==> src/rtl/pkt_deframer_if.sv <==
// ----------------------------------------------------------------------------
// pkt_deframer_if
//   Stream bundle for pkt_deframer: the framed input stream (header, payload,
//   footer) and the deframed payload output stream.
//
//   Signals
//     in_tdata   [DATA_W-1:0]  framed packet beats
//     in_tvalid                input beat valid
//     in_tready                deframer can accept input beat
//     out_tdata  [DATA_W-1:0]  payload beats only
//     out_tuser  [ID_W-1:0]    request ID of the packet being forwarded
//     out_tlast                final payload beat of a packet
//     out_tvalid               output beat valid
//     out_tready               downstream can accept output beat
//
//   Modports
//     master : environment side (drives input stream, backpressures output)
//     slave  : deframer side
// ----------------------------------------------------------------------------
interface pkt_deframer_if #(
   parameter int DATA_W = 256,
   parameter int ID_W   = 32
);
   logic [DATA_W-1:0] in_tdata;
   logic              in_tvalid;
   logic              in_tready;
   logic [DATA_W-1:0] out_tdata;
   logic [ID_W-1:0]   out_tuser;
   logic              out_tlast;
   logic              out_tvalid;
   logic              out_tready;

   modport master (
      output in_tdata, in_tvalid, out_tready,
      input  in_tready, out_tdata, out_tuser, out_tlast, out_tvalid
   );

   modport slave (
      input  in_tdata, in_tvalid, out_tready,
      output in_tready, out_tdata, out_tuser, out_tlast, out_tvalid
   );
endinterface

==> src/rtl/pkt_deframer.sv <==
// ----------------------------------------------------------------------------
// pkt_deframer
//   Consumes packets of the form  header(ID) / DATA_BEATS payload / footer(ID),
//   strips header and footer, and forwards the payload with TLAST on the last
//   beat and the request ID on TUSER. The footer ID is compared against the
//   header ID; per-packet status pulses and running counters are reported.
//
//   Optional feature (macro PKT_DEFRAMER_SEQ_CHECK_EN): checks that each header
//   ID is the previous header ID + 1 and reports SEQ_ERR / SEQ_COUNT.
//
//   Ports
//     clk        clock
//     reset      asynchronous reset, active-high
//     axis       pkt_deframer_if.slave (input and output streams)
//     pkt_done   1-cycle pulse when a footer is accepted
//     pkt_err    1-cycle pulse with pkt_done when footer ID != header ID
//     pkt_count  packets completed, wrapping
//     err_count  footer mismatches, saturating at 0xFFFF
//     seq_err    (macro only) 1-cycle pulse on header ID sequence break
//     seq_count  (macro only) sequence breaks, saturating at 0xFFFF
// ----------------------------------------------------------------------------
module pkt_deframer #(
   parameter int DATA_W     = 256,
   parameter int ID_W       = 32,
   parameter int DATA_BEATS = 64
) (
   input  logic                 clk,
   input  logic                 reset,
   pkt_deframer_if.slave        axis,
   output logic                 pkt_done,
   output logic                 pkt_err,
   output logic [31:0]          pkt_count,
`ifdef PKT_DEFRAMER_SEQ_CHECK_EN
   output logic                 seq_err,
   output logic [15:0]          seq_count,
`endif
   output logic [15:0]          err_count
);

   localparam logic [1:0] ST_HDR  = 2'd0;
   localparam logic [1:0] ST_DATA = 2'd1;
   localparam logic [1:0] ST_FTR  = 2'd2;

   localparam logic [7:0] LAST_BEAT = 8'(DATA_BEATS - 1);

   logic [1:0]        state_reg;
   logic [ID_W-1:0]   req_id_reg;
   logic [7:0]        beat_cnt_reg;
   logic [DATA_W-1:0] out_tdata_reg;
   logic [ID_W-1:0]   out_tuser_reg;
   logic              out_tlast_reg;
   logic              out_tvalid_reg;
   logic              pkt_done_reg;
   logic              pkt_err_reg;
   logic [31:0]       pkt_count_reg;
   logic [15:0]       err_count_reg;

   logic              in_tready_next;
   logic              in_hs;
   logic              out_hs;
   logic [ID_W-1:0]   in_id;

   assign in_id  = axis.in_tdata[ID_W-1:0];
   assign in_hs  = axis.in_tvalid & in_tready_next;
   assign out_hs = out_tvalid_reg & axis.out_tready;

   // Payload is only accepted when the output register is free or draining
   // this cycle; header and footer never touch the output register.
   always_comb begin
      in_tready_next = 1'b1;
      if (state_reg == ST_DATA)
         in_tready_next = ~out_tvalid_reg | axis.out_tready;
   end

`ifdef PKT_DEFRAMER_SEQ_CHECK_EN
   logic [ID_W-1:0] prev_id_reg;
   logic            prev_seen_reg;
   logic            seq_err_reg;
   logic [15:0]     seq_count_reg;

   // The first header after reset only seeds prev_id.
   always_ff @(posedge clk or posedge reset) begin
      if (reset) begin
         prev_id_reg   <= '0;
         prev_seen_reg <= 1'b0;
         seq_err_reg   <= 1'b0;
         seq_count_reg <= '0;
      end else begin
         seq_err_reg <= 1'b0;
         if (state_reg == ST_HDR && in_hs) begin
            prev_id_reg   <= in_id;
            prev_seen_reg <= 1'b1;
            if (prev_seen_reg && (in_id != ID_W'(prev_id_reg + 1'b1))) begin
               seq_err_reg <= 1'b1;
               if (seq_count_reg != 16'hFFFF)
                  seq_count_reg <= seq_count_reg + 16'd1;
            end
         end
      end
   end

   assign seq_err   = seq_err_reg;
   assign seq_count = seq_count_reg;
`endif

   always_ff @(posedge clk or posedge reset) begin
      if (reset) begin
         state_reg      <= ST_HDR;
         req_id_reg     <= '0;
         beat_cnt_reg   <= '0;
         out_tdata_reg  <= '0;
         out_tuser_reg  <= '0;
         out_tlast_reg  <= 1'b0;
         out_tvalid_reg <= 1'b0;
         pkt_done_reg   <= 1'b0;
         pkt_err_reg    <= 1'b0;
         pkt_count_reg  <= '0;
         err_count_reg  <= '0;
      end else begin
         pkt_done_reg <= 1'b0;
         pkt_err_reg  <= 1'b0;

         // Drain; a payload load below in the same cycle takes precedence.
         if (out_hs)
            out_tvalid_reg <= 1'b0;

         case (state_reg)
            ST_HDR: begin
               if (in_hs) begin
                  req_id_reg   <= in_id;
                  beat_cnt_reg <= '0;
                  state_reg    <= ST_DATA;
               end
            end
            ST_DATA: begin
               if (in_hs) begin
                  out_tdata_reg  <= axis.in_tdata;
                  out_tuser_reg  <= req_id_reg;
                  out_tlast_reg  <= (beat_cnt_reg == LAST_BEAT);
                  out_tvalid_reg <= 1'b1;
                  beat_cnt_reg   <= beat_cnt_reg + 8'd1;
                  if (beat_cnt_reg == LAST_BEAT)
                     state_reg <= ST_FTR;
               end
            end
            ST_FTR: begin
               if (in_hs) begin
                  pkt_done_reg  <= 1'b1;
                  pkt_count_reg <= pkt_count_reg + 32'd1;
                  if (in_id != req_id_reg) begin
                     pkt_err_reg <= 1'b1;
                     if (err_count_reg != 16'hFFFF)
                        err_count_reg <= err_count_reg + 16'd1;
                  end
                  state_reg <= ST_HDR;
               end
            end
            default: state_reg <= ST_HDR;
         endcase
      end
   end

   assign axis.in_tready  = in_tready_next;
   assign axis.out_tdata  = out_tdata_reg;
   assign axis.out_tuser  = out_tuser_reg;
   assign axis.out_tlast  = out_tlast_reg;
   assign axis.out_tvalid = out_tvalid_reg;
   assign pkt_done        = pkt_done_reg;
   assign pkt_err         = pkt_err_reg;
   assign pkt_count       = pkt_count_reg;
   assign err_count       = err_count_reg;

endmodule
==> src/flat_wrapper.sv <==
// flat-port wrapper written by rule: the top's interface ports become plain ports
module pkt_deframer_flat 
#(
   parameter int DATA_W     = 256,
   parameter int ID_W       = 32,
   parameter int DATA_BEATS = 64
)
  (clk, reset, pkt_done, pkt_err, pkt_count, err_count, axis_in_tdata, axis_in_tvalid, axis_out_tready, axis_in_tready, axis_out_tdata, axis_out_tuser, axis_out_tlast, axis_out_tvalid);
  pkt_deframer_if #(.DATA_W(DATA_W), .ID_W(ID_W)) axis_i ();
  input  logic clk;
  input  logic reset;
  output logic pkt_done;
  output logic pkt_err;
  output logic [31:0] pkt_count;
  output logic [15:0] err_count;
  input wire logic [$bits(axis_i.in_tdata)-1:0] axis_in_tdata;
  input wire logic [$bits(axis_i.in_tvalid)-1:0] axis_in_tvalid;
  input wire logic [$bits(axis_i.out_tready)-1:0] axis_out_tready;
  output wire logic [$bits(axis_i.in_tready)-1:0] axis_in_tready;
  output wire logic [$bits(axis_i.out_tdata)-1:0] axis_out_tdata;
  output wire logic [$bits(axis_i.out_tuser)-1:0] axis_out_tuser;
  output wire logic [$bits(axis_i.out_tlast)-1:0] axis_out_tlast;
  output wire logic [$bits(axis_i.out_tvalid)-1:0] axis_out_tvalid;
  assign axis_i.in_tdata = axis_in_tdata;
  assign axis_i.in_tvalid = axis_in_tvalid;
  assign axis_i.out_tready = axis_out_tready;
  assign axis_in_tready = axis_i.in_tready;
  assign axis_out_tdata = axis_i.out_tdata;
  assign axis_out_tuser = axis_i.out_tuser;
  assign axis_out_tlast = axis_i.out_tlast;
  assign axis_out_tvalid = axis_i.out_tvalid;
  pkt_deframer #(.DATA_W(DATA_W), .ID_W(ID_W), .DATA_BEATS(DATA_BEATS)) u_core (.clk(clk), .reset(reset), .axis(axis_i), .pkt_done(pkt_done), .pkt_err(pkt_err), .pkt_count(pkt_count), .err_count(err_count));
endmodule
==> config.mk <==
export PLATFORM = sky130hd
export DESIGN_NAME = pkt_deframer_flat
export DESIGN_NICKNAME = d
export VERILOG_FILES = /design/src/rtl/pkt_deframer_if.sv /design/src/rtl/pkt_deframer.sv /design/src/flat_wrapper.sv
export SDC_FILE = /design/constraint.sdc
export NUM_CORES = 1
export LEC_CHECK = 0
export BUFFER_PORTS_ARGS = -buffer_cell sky130_fd_sc_hd__buf_2
export CORE_AREA = 2 2 235 237
export CTS_CLUSTER_DIAMETER = 50
export DETAILED_ROUTE_END_ITERATION = 8
export DIE_AREA = 0 0 237 239
export MAX_ROUTING_LAYER = met4
export PLACE_DENSITY = 0.63
export SETUP_SLACK_MARGIN = 0.15
export SLEW_MARGIN = 15
export SYNTH_ARGS = -nofsm -noshare
export SYNTH_HDL_FRONTEND = slang
export SYNTH_SLANG_ARGS = --single-unit
==> constraint.sdc <==
create_clock -name clk -period 17.94 [get_ports clk]
set_clock_uncertainty 0.05 [all_clocks]
set_input_delay 3.588 -clock clk [delete_from_list [all_inputs] [get_ports clk]]
set_output_delay 3.588 -clock clk [all_outputs]
set_load 0.03 [all_outputs]
Word-level counts from Yosys, hierarchy flattened:

Cells that the tools add are included.

* flip-flop bits (word level): 382
* input bits: 260
* output and inout port bits: 341
* word-level logic and storage cells: 52

* $add $sub $neg: 3
* eq/ne operators: 9
* muxes and demuxes: 17
* bitwise logic cells: 4
* reduce and logical (&&, ||, !) cells: 8

Operators by type and width (number)
* 32-bit by 1-bit adder with 32-bit output, second input constant: 1
* 32-bit != test: 1
* 16-bit by 1-bit adder with 16-bit output, second input constant: 1
* 8-bit 2-to-1 mux: 2
* 16-bit != test, second input constant: 1
* 8-bit one-hot mux with 2 select lines: 1
* 1-bit 2-to-1 mux: 9
* 8-bit by 1-bit adder with 8-bit output, second input constant: 1
* 8-bit by 6-bit equality test with 1-bit output, second input constant: 1
* 2-bit 2-to-1 mux: 4
* 4-bit AND reduction: 2
* 2-bit by 1-bit != test with 1-bit output, second input constant: 3
* 2-bit one-hot mux with 3 select lines: 1
* 2-bit AND reduction: 3
* 3-bit AND reduction: 1
* 1-bit AND: 2
* 2-bit by 1-bit equality test with 1-bit output, second input constant: 1
* 2-bit equality test, second input constant: 1
* 2-bit logical NOT: 1
* 2-bit != test, second input constant: 1
* 2-bit nonzero test: 1
* 1-bit NOT: 1
* 1-bit OR: 1

Longest topological paths before layout:

Gate-level depths: netlist of run 1.

* word-level depth: 6
* gate-level depth with buffers: 8
* depth with buffers taken out: 7

Worst setup path after synthesis of run 1:

Ideal clock, no wire load.

* kind: input -> output
* start: input axis_out_tready
* end: output axis_in_tready
* arrival time: 4329 ps
* required time: 14302 ps
* setup slack: 9973 ps
* stages on the path: 2
* path buffers: 0
* cells stage by stage: nand2b_1 or3b_2

* cells in the longest elaborated chain, start to end: 2

Ends and longest elaborated chain
* from (decl): line flat_wrapper.sv:18 `input wire logic [$bits(axis_i.out_tready)-1:0] axis_out_tready;`
* 1-bit OR: line pkt_deframer.sv:72 `in_tready_next = ~out_tvalid_reg | axis.out_tready;`
* 1-bit 2-to-1 mux: line pkt_deframer.sv:71 `if (state_reg == ST_DATA)`
* to (decl): line flat_wrapper.sv:19 `output wire logic [$bits(axis_i.in_tready)-1:0] axis_in_tready;`

Every way passes these cells.

Final worst setup path of run 1:

Ends and elaborated chain as after synthesis.

==> impl_metrics.tcl, run 1 <==
set metrics [dict create \
    status "finished clean" \
    overflow 0 \
    irDropWorstVdd_v 0.0000598 \
    first_iter_violations 860 \
    grt_pass1_wl_um 68700 \
    worstSetupStartpointType "input pin" \
    cts_resized 0 \
    timing.max_cap.violations 0 \
    worst_path_dominant_cell_family "simple AND/OR/NAND/NOR gates" \
    tritoncts "yes" \
    ant_nets 0 \
    dp_hpwl_um 31800 \
    slowest_stage "or3b_2" \
    max_stage_delay_ns 0.49 \
    fin_nets 2444 \
    reg2regPathDepth 6 \
    ys_ff_latch 382 \
    antenna_found_initial 7 \
    die_h_um 239 \
    synth_area_leader_cell "dfrtp_1" \
    top_level_ports 601 \
    grt_pass1_vias 12639 \
    relSlewSlack_pct 25.3 \
    worstPathCellList "buf_2, nand2b_1, or3b_2, buf_2" \
    grt_start_max_net_pins 143 \
    multi_input_area_um2 5240 \
    rsz0062_at_grt "no" \
    finalWeightedCongestion 0.839 \
    synth_area_um2 15100 \
    tightest_slew_ns 1.12 \
    numCtsBuffers 49 \
    clkLatencyLatePin_ns 0.56 \
    drive_above_1_share_pct 33.2 \
    path_common_cell "buf_2" \
    grt_usage_pct 15.6 \
    critPathMaxFanout 5 \
    cts_setup_buffers 0 \
    drt_pass1_iterations 6 \
    hold_depth 2 \
    die_area_um2 56600 \
    slew_violations 0 \
    htree_levels 2 \
    synth_cell_types 43 \
    vias 12810 \
    crit_buf_inv 2 \
    path_depth 4 \
    hold_viol_final 0 \
    placed_area_um2 18800 \
    worstSetupEndpointType "output port" \
    worstPathRequired_ns 14.30 \
    path_clk_slew_ns 0.05 \
    synth_edf_count 0 \
    ff_latch_area_um2 9560 \
    final_util_pct 37.5 \
    die_w_um 237 \
    nFillCells 5499 \
    io_buffers 600 \
    postSynthNetCount 1857 \
    routedWlPerCell_um 15.4 \
    cts_root_buffer "clkbuf_16" \
    design_area_um2 20400 \
    start_util_pct 27.8 \
    tns_ns 0 \
    ys.flop_type "dfrtp_1" \
    hold_class "reg -> reg" \
    viasPerCell 4.38 \
    timing.final.crit_period_ns 8.24 \
    async_flop_share_pct 100 \
    cts.sinks 382 \
    synth_area_leaders "dfrtp_1 (63%), nand2_1 (22%), xor2_1 (3.4%), mux2_2 (2.5%), clkbuf_1 (1.6%)" \
    fp.coreArea_um2 54300 \
    area_delta_synth_final_pct 35.2 \
    ctsHoldBuffers 0 \
    largest_reg_flops 256 \
    syn_area_per_cell_um2 9.46 \
    p_leak_nw 11.5 \
    yosys_warnings 0 \
    synth_top_area_share_pct 63.4 \
    ys_seq_area_share_pct 63.4 \
    critPathKind "in -> out" \
    drc_errors 0 \
    finalWirelength_um 44900 \
    p_per_area_nw_per_um2 126 \
    netlist_instances 1594 \
    fp-row-count 86 \
    setup_viol 0 \
    fin_crit_sh_pct 45.9 \
    clockBufferDepth 3 \
    crit_arrival_ns 4.60 \
    fmax_mhz 121 \
]
[where the power goes]
part	total, mW	switching (mW)	internal (mW)	leakage [nW]
registers	1.05	0.0705	0.981	4.79
logic	0.557	0.403	0.154	5.99
clock network	0.957	0.383	0.574	0.767
total	2.57	0.856	1.71	11.5
[cell usage after synthesis, types with 8 or more instances]
master	count
nor3_1	11
nand2_1	897
xor2_1	58
clkbuf_1	65
nand4_1	10
nor4_1	13
dfrtp_1	382
nor2_1	14
mux2_2	33
and3_1	8
o21ai_0	10
nand3_1	19
xnor2_1	20
[kinds of logic after synthesis]
kind of cell | count (synthesis) | synth area share (%)
mux | 33 | 2.46
flops | 382 | 63.4
buf+inv | 79 | 2.06
simple gates | 1001 | 26.6
xor+xnor | 78 | 4.53
fa+ha+maj | 3 | 0.249
compound gates | 18 | 0.705
[worst register-to-register path, cell delays in order, from the launching register on]
cell     delay, ns
dfrtp_1       0.44
nor2b_1       0.35
and3_4        0.70
buf_4         0.61
buf_4         0.77
nand2_1       0.21
nand2_1       0.09
[cells in the final DEF (no fill, tap or decap), types with 11 or more instances in the layout]
| master | count |
|---|---|
| xor2_1 | 58 |
| clkbuf_16 | 51 |
| dfrtp_1 | 382 |
| mux2_2 | 33 |
| nor3_1 | 11 |
| nand3_1 | 18 |
| xnor2_1 | 20 |
| nand2_1 | 897 |
| buf_2 | 600 |
| nor4_1 | 13 |
| nor2_1 | 14 |
[metrics by stage]
| step | std cells | setup WS, ns | hold WS (ns) | power (mW) |
|---|---|---|---|---|
| floorplan | 1594 | 3.69 | 0.394 | 1.42 |
| global placement | 2834 | 9.71 | 0.403 | 1.61 |
| detailed placement | 2834 | 9.70 | 0.406 | 1.63 |
| CTS | 2920 | 9.70 | 0.420 | 2.60 |
| global route | 2927 | 9.67 | 0.431 | 2.69 |
| finish | 2927 | 9.70 | 0.417 | 2.57 |
[cell type report]
class / count / area share [%]
sequential: 382 / 46.9
tap: 704 / 4.32
antenna: 7 / 0.0859
inverter: 5 / 0.129
clock inverter: 23 / 1.16
multi-input combinational: 1133 / 25.7
clock buffer: 63 / 6.58
timing repair buffer: 610 / 15.2
[routing by layer]
metal / track usage, % / routed length, um / vias up
li1: - / - / 6149
met2: 25.3 / 22500 / 377
met1: 19.2 / 18500 / 6190
met5: - / 0 / -
met3: 3.48 / 2630 / 94
met4: 5.72 / 1310 / 0
[final timing paths]
kind                                                 start                         end  slack (ns)
max in group asynchronous                            reset  u_core.axis.out_tdata[254]       12.71
worst min register to register  u_core.axis.out_tdata[224]  u_core.axis.out_tdata[224]        0.42
worst min-delay path            u_core.axis.out_tdata[224]  u_core.axis.out_tdata[224]        0.42
worst max-delay path                       axis_out_tready              axis_in_tready        9.70
min in group asynchronous                            reset        u_core.pkt_count[16]        3.09
worst max register to register         u_core.state_reg[1]  u_core.axis.out_tdata[107]       14.66
Power figures use the tool's default switching activity.
==> run 2, diff against run 1 <==
Settings changed: CORE_AREA 2 2 235 237 to 2 2 231 233, DIE_AREA 0 0 237 239 to 0 0 233 235, PLACE_DENSITY 0.63 to 0.66.
Clock period 17.94 ns to 7.3 ns, I/O delays scaled along.
==> run 2 against run 1 <==
  * Combinational power rose by 150%
  * Clock power increased to 2.6 times the previous value
  * Power up 150%
  * Sequential cell count is the same
  * Die area fell by 3.3%
  * Largest power group unchanged
  * Clock-buffer cell count rose by 1
  * Routed wire length hardly changed
  * Sequential share of layout area is 0.17 points lower
  * Critical path depth did not move
  * Largest cell class unchanged
==> impl_metrics.tcl, run 2 (synthesis results as in run 1) <==
set metrics [dict create \
    die_area_um2 54800 \
    seq_power_share_pct 40.3 \
    grt_pass1_vias 12986 \
    tritoncts "yes" \
    timing.final.crit_period_ns 3.97 \
    viasPerCell 4.44 \
    path_clk_slew_ns 0.06 \
    worst_path_dominant_cell_family "simple AND/OR/NAND/NOR gates" \
    slew_violations 0 \
    critPathMaxFanout 5 \
    path_common_cell "buf_2" \
    area_delta_synth_final_pct 35.7 \
    grtUsageMet1_pct 20.2 \
    worstPathCellList "buf_2, nand2b_1, or3b_2, buf_2" \
    max_stage_delay_ns 0.50 \
    cts_resized 0 \
    drt_pass1_iterations 6 \
    status "finished clean" \
    slowest_stage "or3b_2" \
    p_leak_nw 11.6 \
    p_per_area_nw_per_um2 313 \
    fin_nets 2442 \
    fmax_mhz 252 \
    cts_setup_buffers 0 \
    p_int_mw 4.30 \
    clkLatencyLatePin_ns 0.57 \
    final_util_pct 39.2 \
    relSlewSlack_pct 25.5 \
    htree_levels 2 \
    top_level_ports 601 \
    finalWirelength_um 44900 \
    critPathKind "in -> out" \
    irDropWorstVdd_v 0.000200 \
    dp_slack_ns 3.31 \
    io_buffers 600 \
    die_h_um 235 \
    die_w_um 233 \
    worst_slack_ns 3.33 \
    grt_usage_pct 16.6 \
    use_met2_pct 27.3 \
    dp_hpwl_um 31500 \
    fp.coreArea_um2 52200 \
    worstSetupStartpointType "input pin" \
    worstSetupEndpointType "output port" \
    clockBufferDepth 3 \
    grt_pass1_wl_um 70700 \
    hold_viol_final 0 \
    hold_class "reg -> reg" \
    ant_nets 0 \
    final_common_cell "nand2_1" \
    p_clk_share_pct 38.3 \
    ctsHoldBuffers 0 \
    final_cell_mix "nand2_1 (897), buf_2 (600), dfrtp_1 (382), xor2_1 (58), clkbuf_16 (49)" \
    gr-usage-met3_pct 2.95 \
    grt_start_max_net_pins 161 \
    grt_busiest_layer "met2" \
    worstPathRequired_ns 5.79 \
    rsz0062_at_grt "no" \
    vias 12915 \
    drive_above_1_share_pct 33.3 \
    routedWlPerCell_um 15.4 \
    overflow 0 \
    crit_arrival_ns 2.46 \
    numCtsBuffers 48 \
    pwr-share-comb_pct 21.4 \
    finalWeightedCongestion 0.874 \
    fin_crit_sh_pct 54.4 \
    cts_root_buffer "clkbuf_16" \
    tightest_slew_ns 1.12 \
    p_sw_mw 2.11 \
    start_util_pct 28.9 \
    cts.sinks 382 \
    p_sw_share_pct 32.9 \
    p_total_mw 6.41 \
    crit_buf_inv 2 \
    timing.max_cap.violations 0 \
    largest_reg_flops 256 \
    antenna_found_initial 3 \
    setup_viol 0 \
    drc_errors 0 \
    first_iter_violations 875 \
    fp-row-count 84 \
    tns_ns 0 \
]
-- run 2: cell types whose count changed in the layout (fill, tap and decap cells not counted), sizes merged --
| cell | delta |
|---|---|
| diode | -4 |
| bufinv | +3 |
| buf | -1 |
| clkbuf | +1 |
| clkinv | +1 |
| inv | -1 |
-- run 2: area by class of cell --
type,instances,area [um^2]
diodes,3,7.51
clock buffers,64,1330
clock inverters,26,324
fillers,5178,31800
inverters,5,22.5
multi-input cells,1133,5240
flip-flops and latches,382,9560
well taps,688,861
repair buffers,609,3120
-- run 2: per-layer routing --
| layer | vias to the layer above | wire [um] |
|---|---|---|
| li1 | 6132 | - |
| met5 | - | 0 |
| met1 | 6231 | 18300 |
| met3 | 107 | 2460 |
| met2 | 445 | 22600 |
| met4 | 0 | 1530 |
-- run 2: metrics by stage --
stage | std cells | hold WS (ns) | instance area (um^2)
4_1_cts | 2907 | 0.420 | 20500
2_1_floorplan | 1594 | 0.394 | 15100
5_1_grt | 2910 | 0.432 | 20500
3_3_place_gp | 2817 | 0.402 | 18800
3_5_place_dp | 2817 | 0.406 | 18800
6_report | 2910 | 0.415 | 20500
-- run 2: worst paths after layout --
check / to / from / slack (ns) / cells past startpoint
max: axis_in_tready / axis_out_tready / 3.33 / 4
min: u_core.axis.out_tuser[29] / u_core.axis.out_tuser[29] / 0.41 / 2
max reg2reg: u_core.axis.out_tdata[254] / u_core.state_reg[1] / 4.50 / 5
min reg2reg: u_core.axis.out_tuser[29] / u_core.axis.out_tuser[29] / 0.41 / 2
max in group asynchronous: u_core.req_id_reg[13] / reset / 4.67 / 3
min in group asynchronous: u_core.axis.out_tdata[222] / reset / 1.06 / 2
-- run 2: power by group through the flow --
stage | clock [mW] | sequential (mW) | combinational [mW]
after floorplan | 0 | 3.12 | 0.367
after global placement | 0 | 2.60 | 1.36
after detailed placement | 0 | 2.61 | 1.39
after CTS | 2.52 | 2.58 | 1.39
after global routing | 2.60 | 2.62 | 1.48
final | 2.45 | 2.58 | 1.37
-- run 2: tightest hold or removal path, cell delays in order, from the launching register on --
cell	delay, ns
dfrtp_1	0.33
nand2_1	0.05
nand2_1	0.05
==> run 3, diff against run 2 <==
Settings changed: CORE_AREA 2 2 231 233 to 2 2 235 237, DIE_AREA 0 0 233 235 to 0 0 237 239, PLACE_DENSITY 0.66 to 0.63.
Clock period 7.3 ns to 4.1 ns, I/O delays scaled along.
==> run 3 against run 2 <==
  * Routed wire length grew 2.2%
  * Clock-buffer cell count decreased by 1
  * Utilization shrank 0.85 points
  * Power increased by 81%
  * Global-route usage is 0.49 points lower
  * Final cell count grew 1.4%
  * Sequential power up 79%
  * Die area rose by 3.4%
  * Sequential share of layout area fell by 0.81 points
  * Sequential cell count stayed put
  * Register-to-register slack lost 2.9 ns
  * Largest cell class unchanged
  * Largest power group unchanged
  * Highest routed layer unchanged
==> impl_metrics.tcl, run 3 (synthesis results as in run 1) <==
set metrics [dict create \
    cts_setup_buffers 0 \
    htree_levels 2 \
    multi_input_area_um2 5240 \
    slew_violations 0 \
    timing.final.crit_period_ns 2.77 \
    setup_viol 0 \
    tritoncts "yes" \
    fmax_mhz 360 \
    hold_ws_ns 0.268 \
    fp-row-count 86 \
    finalWeightedCongestion 0.846 \
    io_buffers 600 \
    fp.coreArea_um2 54300 \
    design_area_um2 20800 \
    hold_class "in -> async" \
    tightest_slew_ns 0.923 \
    relSlewSlack_pct 38.5 \
    rsz0062_at_grt "no" \
    cts_root_buffer "clkbuf_16" \
    p_leak_nw 11.8 \
    die_h_um 239 \
    ctsHoldBuffers 0 \
    nFillCells 5468 \
    drc_errors 0 \
    die_area_um2 56600 \
    vias 12959 \
    crit_arrival_ns 1.90 \
    slowest_stage "or3b_2" \
    start_util_pct 27.8 \
    clkLatencyLatePin_ns 0.59 \
    die_w_um 237 \
    grt_pass1_vias 12753 \
    drt_pass1_iterations 5 \
    tns_ns 0 \
    viasPerCell 4.39 \
    antenna_found_initial 1 \
    grt_start_max_net_pins 126 \
    p_total_mw 11.6 \
    fin_crit_sh_pct 67.7 \
    cts.sinks 382 \
    max_stage_delay_ns 0.53 \
    cts_resized 0 \
    largest_reg_flops 256 \
    critPathKind "in -> out" \
    worst_slack_ns 1.33 \
    worstPathCellList "buf_2, nand2b_1, or3b_2, buf_2" \
    top_level_ports 601 \
    irDropWorstVdd_v 0.000352 \
    ant_nets 0 \
    critPathMaxFanout 5 \
    routedWlPerCell_um 15.6 \
    dp_hpwl_um 33200 \
    numCtsBuffers 50 \
    clockBufferDepth 3 \
    overflow 0 \
    grt_usage_pct 16.1 \
    timing.max_cap.violations 0 \
    drive_above_1_share_pct 34.2 \
    p_per_area_nw_per_um2 557 \
    final_cell_mix "nand2_1 (897), buf_2 (600), dfrtp_1 (382), xor2_1 (58), clkbuf_16 (50)" \
    grt_pass1_wl_um 70100 \
    area_delta_synth_final_pct 38.1 \
    path_common_cell "buf_2" \
    worstSetupEndpointType "output port" \
    first_iter_violations 749 \
    path_clk_slew_ns 0.06 \
    hold_viol_final 0 \
    status "finished clean" \
    final_common_cell "nand2_1" \
    ff_latch_area_um2 9560 \
    worstPathRequired_ns 3.23 \
    worstSetupStartpointType "input pin" \
    placed_area_um2 19100 \
    finalWirelength_um 45900 \
    dp_slack_ns 1.19 \
    fin_nets 2470 \
]
run 3: changes by cell type in the layout (fill, tap and decap cells not counted), sizes merged:
cell and delta:
buf +26, bufinv -1, clkbuf -1, clkinv -1
clkinvlp +2, diode -2, inv +1
run 3: layer usage:
layer	GRT usage [%]	routed length, um
met2	25.9	22700
met4	7.10	1610
met1	19.9	19000
met5	-	0
met3	2.94	2650
run 3: final timing paths:
check | from | to | slack, ns | cells after the start
worst max-delay path | axis_out_tready | axis_in_tready | 1.33 | 4
worst min-delay path | reset | u_core.axis.out_tdata[225] | 0.27 | 2
max in group asynchronous | reset | u_core.axis.out_tdata[19] | 2.59 | 3
min in group clk | axis_in_tdata[52] | u_core.axis.out_tdata[52] | 0.37 | 3
worst max register to register | u_core.err_count[0] | u_core.err_count[1] | 1.62 | 7
worst min register to register | u_core.axis.out_tuser[22] | u_core.axis.out_tuser[22] | 0.42 | 2
run 3: through the flow:
stage	cells	util, %
6_report	2950	38.3
3_3_place_gp	2859	35.2
5_1_grt	2950	38.3
2_1_floorplan	1594	-
3_5_place_dp	2859	35.2
4_1_cts	2949	38.3
run 3: final cells by class:
class / count / area share [%]
antenna: 1 / 0.0120
clock buffer: 63 / 6.53
timing repair buffer: 635 / 16.3
clock inverter: 27 / 1.74
sequential: 382 / 45.9
tap: 704 / 4.23
multi-input combinational: 1133 / 25.1
inverter: 5 / 0.108
run 3: worst max-delay path, delay by kind of cell:
kind	cells	cell delay, ns
buffers and inverters	2	0.29
and+or+nand+nor	2	0.79
run 3: report_power, final:
group	switching, mW	leakage, nW	total (mW)	internal, mW
Combinational	1.77	6.15	2.49	0.716
Clock	1.78	0.829	4.49	2.71
Sequential	0.321	4.79	4.61	4.29
